## config.mk

```make
export PLATFORM = sky130hd
export DESIGN_NAME = edge_event_reporter
export DESIGN_NICKNAME = d
export VERILOG_FILES = /design/src/rtl/edge_event_reporter.sv
export SDC_FILE = /design/constraint.sdc
export NUM_CORES = 1
export LEC_CHECK = 0
export CAP_MARGIN = 20
export CORE_MARGIN = 2
export CORE_UTILIZATION = 35
export CTS_CLUSTER_DIAMETER = 120
export DETAILED_ROUTE_END_ITERATION = 6
export PLACE_DENSITY_LB_ADDON = 0.08
export RECOVER_POWER = 25
export SLEW_MARGIN = 25
export SYNTH_ARGS = -nofsm -noshare
export SYNTH_HDL_FRONTEND = slang
export SYNTH_SLANG_ARGS = --single-unit
export TNS_END_PERCENT = 10
```

## constraint.sdc

```tcl
create_clock -name clock -period 3.48 [get_ports clock]
set_input_delay 0.696 -clock clock [delete_from_list [all_inputs] [get_ports clock]]
set_output_delay 0.696 -clock clock [all_outputs]
set_load 0.02 [all_outputs]
```

## src/rtl/edge_event_reporter.sv

```systemverilog
// Debounces the lowest flagged row and queues FOUND/MOVED/LOST events.
// Optional EDGE_TIMESTAMP_EN adds a 16-bit sample timestamp per event.
module edge_event_reporter #(
  parameter int PIXEL_HEIGHT = 8,
  parameter int PERSIST      = 3,
  parameter int FIFO_DEPTH   = 4,
  localparam int POS_W = $clog2(PIXEL_HEIGHT),
  localparam int CNT_W = $clog2(PIXEL_HEIGHT + 1)
) (
  input  logic                    clock,
  input  logic                    reset,
  input  logic                    in_valid,
  input  logic [PIXEL_HEIGHT-1:0] in_flags,
  output logic                    out_valid,
  input  logic                    out_ready,
  output logic [1:0]              out_type,
  output logic [POS_W-1:0]        out_position,
  output logic [CNT_W-1:0]        out_count,
  output logic                    overflow
`ifdef EDGE_TIMESTAMP_EN
  ,
  output logic [15:0]             out_timestamp
`endif
);

  localparam int AW = $clog2(FIFO_DEPTH);
  localparam logic [1:0] EV_FOUND = 2'b01;
  localparam logic [1:0] EV_MOVED = 2'b10;
  localparam logic [1:0] EV_LOST  = 2'b11;
  localparam bit ONE_SHOT = (PERSIST == 1);

  typedef enum logic [1:0] {
    SEARCH,
    CONFIRM,
    LOCKED
  } state_t;

  typedef struct packed {
    logic [1:0]       typ;
    logic [POS_W-1:0] pos;
    logic [CNT_W-1:0] cnt;
`ifdef EDGE_TIMESTAMP_EN
    logic [15:0]      ts;
`endif
  } ev_t;

  logic [POS_W-1:0] f_pos;
  logic [CNT_W-1:0] f_cnt;

  always_comb begin
    f_pos = '0;
    f_cnt = '0;
    for (int i = PIXEL_HEIGHT - 1; i >= 0; i--)
      if (in_flags[i]) f_pos = POS_W'(i);
    for (int i = 0; i < PIXEL_HEIGHT; i++)
      f_cnt = f_cnt + CNT_W'(in_flags[i]);
  end

  logic             s1_valid;
  logic             s1_any;
  logic [POS_W-1:0] s1_pos;
  logic [CNT_W-1:0] s1_cnt;
`ifdef EDGE_TIMESTAMP_EN
  logic [15:0]      ts_cnt;
  logic [15:0]      s1_ts;
`endif

  always_ff @(posedge clock) begin
    if (reset) begin
      s1_valid <= 1'b0;
      s1_any   <= 1'b0;
      s1_pos   <= '0;
      s1_cnt   <= '0;
`ifdef EDGE_TIMESTAMP_EN
      ts_cnt   <= '0;
      s1_ts    <= '0;
`endif
    end else begin
      s1_valid <= in_valid;
      if (in_valid) begin
        s1_any <= |in_flags;
        s1_pos <= f_pos;
        s1_cnt <= f_cnt;
`ifdef EDGE_TIMESTAMP_EN
        s1_ts  <= ts_cnt;
        ts_cnt <= ts_cnt + 16'd1;
`endif
      end
    end
  end

  state_t           state;
  logic             have_lock;
  logic [POS_W-1:0] held_pos;
  logic [POS_W-1:0] locked_pos;
  logic [7:0]       pcnt;
  logic [7:0]       miss;
  logic [8:0]       p_next;
  logic [8:0]       m_next;
  logic             confirm;
  logic             lost;
  logic             ev_push;
  ev_t              ev;

  // An event is decided in the same cycle the FSM consumes the sample.
  always_comb begin
    p_next  = {1'b0, pcnt} + 9'd1;
    m_next  = {1'b0, miss} + 9'd1;
    confirm = 1'b0;
    lost    = 1'b0;
    if (s1_valid) begin
      unique case (state)
        SEARCH:  confirm = s1_any && ONE_SHOT;
        CONFIRM: begin
          if (s1_any && s1_pos == held_pos)
            confirm = p_next >= 9'(PERSIST);
          else if (s1_any)
            confirm = ONE_SHOT;
        end
        LOCKED: begin
          confirm = s1_any && s1_pos != locked_pos && ONE_SHOT;
          lost    = !s1_any && m_next >= 9'(PERSIST);
        end
        default: ;
      endcase
    end
    ev_push = confirm || lost;
    ev.typ  = lost ? EV_LOST : (have_lock ? EV_MOVED : EV_FOUND);
    ev.pos  = lost ? locked_pos : s1_pos;
    ev.cnt  = lost ? '0 : s1_cnt;
`ifdef EDGE_TIMESTAMP_EN
    ev.ts   = s1_ts;
`endif
  end

  always_ff @(posedge clock) begin
    if (reset) begin
      state      <= SEARCH;
      have_lock  <= 1'b0;
      held_pos   <= '0;
      locked_pos <= '0;
      pcnt       <= '0;
      miss       <= '0;
    end else if (s1_valid) begin
      if (confirm) begin
        state      <= LOCKED;
        locked_pos <= s1_pos;
        have_lock  <= 1'b1;
        miss       <= '0;
        pcnt       <= '0;
      end else if (lost) begin
        state     <= SEARCH;
        have_lock <= 1'b0;
        miss      <= '0;
      end else begin
        unique case (state)
          SEARCH: begin
            if (s1_any) begin
              state    <= CONFIRM;
              held_pos <= s1_pos;
              pcnt     <= 8'd1;
            end
          end
          CONFIRM: begin
            if (s1_any && s1_pos == held_pos) begin
              pcnt <= pcnt + 8'd1;
            end else if (s1_any) begin
              held_pos <= s1_pos;
              pcnt     <= 8'd1;
            end else if (!have_lock) begin
              state <= SEARCH;
            end else begin
              state <= LOCKED;
              miss  <= 8'd1;
            end
          end
          LOCKED: begin
            if (s1_any && s1_pos == locked_pos) begin
              miss <= '0;
            end else if (s1_any) begin
              state    <= CONFIRM;
              held_pos <= s1_pos;
              pcnt     <= 8'd1;
            end else begin
              miss <= miss + 8'd1;
            end
          end
          default: state <= SEARCH;
        endcase
      end
    end
  end

  ev_t         mem [FIFO_DEPTH];
  logic [AW:0] wr_ptr;
  logic [AW:0] rd_ptr;
  logic        full;
  logic        pop;
  logic        do_push;
  ev_t         head;

  assign out_valid = wr_ptr != rd_ptr;
  assign full      = wr_ptr[AW] != rd_ptr[AW] &&
                     wr_ptr[AW-1:0] == rd_ptr[AW-1:0];
  assign pop       = out_valid && out_ready;
  assign do_push   = ev_push && (!full || pop);

  always_ff @(posedge clock) begin
    if (do_push) mem[wr_ptr[AW-1:0]] <= ev;
  end

  always_ff @(posedge clock) begin
    if (reset) begin
      wr_ptr   <= '0;
      rd_ptr   <= '0;
      overflow <= 1'b0;
    end else begin
      if (do_push) wr_ptr <= wr_ptr + 1'b1;
      if (pop) rd_ptr <= rd_ptr + 1'b1;
      if (ev_push && !do_push) overflow <= 1'b1;
    end
  end

  assign head         = mem[rd_ptr[AW-1:0]];
  assign out_type     = out_valid ? head.typ : '0;
  assign out_position = out_valid ? head.pos : '0;
  assign out_count    = out_valid ? head.cnt : '0;
`ifdef EDGE_TIMESTAMP_EN
  assign out_timestamp = out_valid ? head.ts : '0;
`endif

endmodule

```

==> run metrics <==
status finished clean; mean post-synth cell area 10.9 µm²; clock buffer depth 2; ys flop type dfxtp_1; required time worst endpoint 3.71 ns; Max-slew headroom 55.2%; Worst Hold Class reg2reg; Initial DRC Count 122; Sink Count 79; reg2reg setup slack 0.30 ns; R2R cell count 8; die footprint 11,900 µm²; worst-margin pin slew 0.671 ns; WP depth 12; Arrival @ worst endpoint 3.59 ns; Setup CP Type in2reg; Buf+Inv Stages, Crit Path 4; final net count 426; top-area cell type share of the netlist area 27.9%; CP peak stage delay 0.55 ns; hold-critical path endpoint miss[7]$_SDFFE_PP0P_; Antenna Cells 0; largest net degree at the start of global routing 21; PortBufs 22; Final setup viols 0; final worst path period share 96.6%; H-tree depth 3; Static Leak 1.70 nW; Die Wd 109 µm; num ports 23; reg2reg end mem[0][4]$_DFFE_PP_; Initial Util 35.7%; area delta synth->final 15.9%; root cell of the clock tree clkbuf_8; core area 10,800 µm²; vias per cell 4.96; Post-synth top cells dfxtp_1 (43), edfxtp_1 (36), nand2_1 (31); crit-path cells clkdlybuf4s50_1 -> fa_1 -> inv_1 -> fa_1 -> fa_1 -> inv_1 -> ha_1 -> inv_1 -> fa_1 -> xnor2_1 -> mux2i_1 -> nor2_1; CTS resizes 0; min-delay src miss[7]$_SDFFE_PP0P_; # Max-Cap Violations 0; largest area contributor in the netlist edfxtp_1; max-slew violation count 0; Netlist cell types 54; DR vias 2,663; maximum vdd drop 0.146 mV; crit-path max FO 2; sequential share of the synthesized area 50.1%; CTS Hold Bufs 0; cell with the most instances after synthesis dfxtp_1; Mapped Area 3870 µm²; Vert. Die Dim 109 µm; Crit. End Element flop; RePlAce Congestion 0.764; Syn. warnings 0; non-filler cells, final 537; Final Hold Fails 0; startpoint class of the critical path input port; Setup WS post-layout 0.118 ns; number of flops mapped to enable cells by yosys 36; cts bufs inserted 9; largest cells by area after synthesis edfxtp_1 (28%), dfxtp_1 (22%), ha_1 (5.8%); Setup Fix Bufs, Post-CTS 0; residual DRC count 0; clock latency at the later pin of the worst-skew pair 0.34 ns; RSZ-0062 raised after global routing false; number of global-route vias before repair 2,602; per-cell routed wire length 14.3 µm; Worst Skew 0.00657 ns; most frequent CP cell fa_1; slowest stage cell, crit path fa_1; Total GRT Usage 14.2%; reg2reg start miss[0]$_SDFFE_PP0P_; cell total after placement 521; Syn Inst Count 356; PD cells 383 nW/µm²; Antenna Nets Post-Route 0; WL final 7.69 mm; row count 38; first-pass GRT wire length 13.0 mm; grt total ovfl 0; Post-synth ARST share 0%; DP HPWL 5.52 mm; Tmin final 3.36 ns; Final Hold Slack 0.473 ns; WHS Path Cells 1; Reg clk slew, reported paths 0.08 ns; CTS tree built; pre-CTS setup slack -0.249 ns; Max Fclk 297 MHz; DRT Pass-1 Iters 4; Yosys reg bits 79; Synth Net Count 390; initial antenna violation count 0; layout cells sized above 1 11.1%; Top delay family on crit path adder cells
-- registers in the layout, summed over array words and instances, names as in the netlist, named ones only --
signal	count
have_lock	1
held_pos	3
locked_pos	3
mem	36
miss	8
overflow	1
pcnt	8
rd_ptr	3
s1_any	1
s1_cnt	4
s1_pos	3
s1_valid	1
state	2
wr_ptr	3
-- layout by cell type, fill, tap and decap left out, types with 3 or more instances in the layout --
| master | count |
|---|---|
| mux4_2 | 9 |
| xnor2_1 | 6 |
| nor2_1 | 21 |
| ha_1 | 18 |
| nand2_1 | 31 |
| clkdlybuf4s50_1 | 20 |
| or4_1 | 3 |
| nand2b_1 | 9 |
| mux2i_1 | 9 |
| edfxtp_1 | 36 |
| nor3b_1 | 5 |
| dfxtp_1 | 43 |
| xor2_1 | 8 |
| clkbuf_8 | 9 |
| a21oi_1 | 21 |
| and2_1 | 22 |
| fa_1 | 4 |
| buf_4 | 14 |
| nor3_1 | 6 |
| inv_1 | 23 |
| nand3_1 | 11 |
| clkbuf_1 | 4 |
| nor4_1 | 4 |
| o21ai_0 | 9 |
| a211oi_1 | 5 |
| nand4_1 | 5 |
-- area by class of cell --
class	instances	area, µm²
fill	1079	6350
sequential	79	1940
multi-input combinational	240	1790
timing repair buffer	39	337
tap	140	175
clock buffer	10	128
inverter	23	86.3
clock inverter	6	37.5
-- routing by layer --
layer	vias to the layer above	track usage [%]	share of wire (%)
met5	-	0	0
met4	0	6.51	2.0
met3	11	2.33	2.5
met2	36	22.3	45
met1	1277	19.3	50
li1	1339	-	-
-- how the worst max path moves through the flow --
stage	startpoint	to	slack, ns
final	in_flags[0]	s1_cnt[2]$_SDFFE_PP0P_	0.12
after global routing	in_flags[0]	s1_cnt[2]$_SDFFE_PP0P_	0.01
after CTS	in_flags[0]	s1_cnt[2]$_SDFFE_PP0P_	0.13
after detailed placement	in_flags[0]	s1_cnt[2]$_SDFFE_PP0P_	-0.25
after global placement	in_flags[0]	s1_cnt[2]$_SDFFE_PP0P_	-0.23
after floorplan	in_flags[0]	s1_cnt[2]$_SDFFE_PP0P_	0.31
-- through the flow --
step | instance area (µm²) | utilization, % | TNS [ns] | power [W]
finish | 4490 | 41.4 | 0 | 0.00172
global route | 4490 | 41.4 | 0 | 0.00181
CTS | 4510 | 41.6 | 0 | 0.00175
detailed placement | 4340 | 40.1 | -0.463 | 0.00116
global placement | 4340 | 40.1 | -0.406 | 0.00116
floorplan | 3870 | - | 0 | 0.00111
-- kinds of logic (layout without fill, tap and decap cells) --
group	after synthesis	in the layout	synth area share [%]
AOI/OAI and AO/OA	54	54	9.08
xor gates and xnor gates	14	14	3.17
adders and majority gates	22	22	7.88
buffers and inverters	37	78	3.62
DFF	79	79	50.1
muxes	20	20	8.14
and+or+nand+nor	130	130	18.0
-- where the power goes --
group          internal [W]  switching, W  leakage, nW
clock              0.000255      0.000330       0.0797
sequential         0.000982     0.0000132        0.681
combinational     0.0000665     0.0000747        0.939
Note: power is estimated with default switching activity, not from simulation.
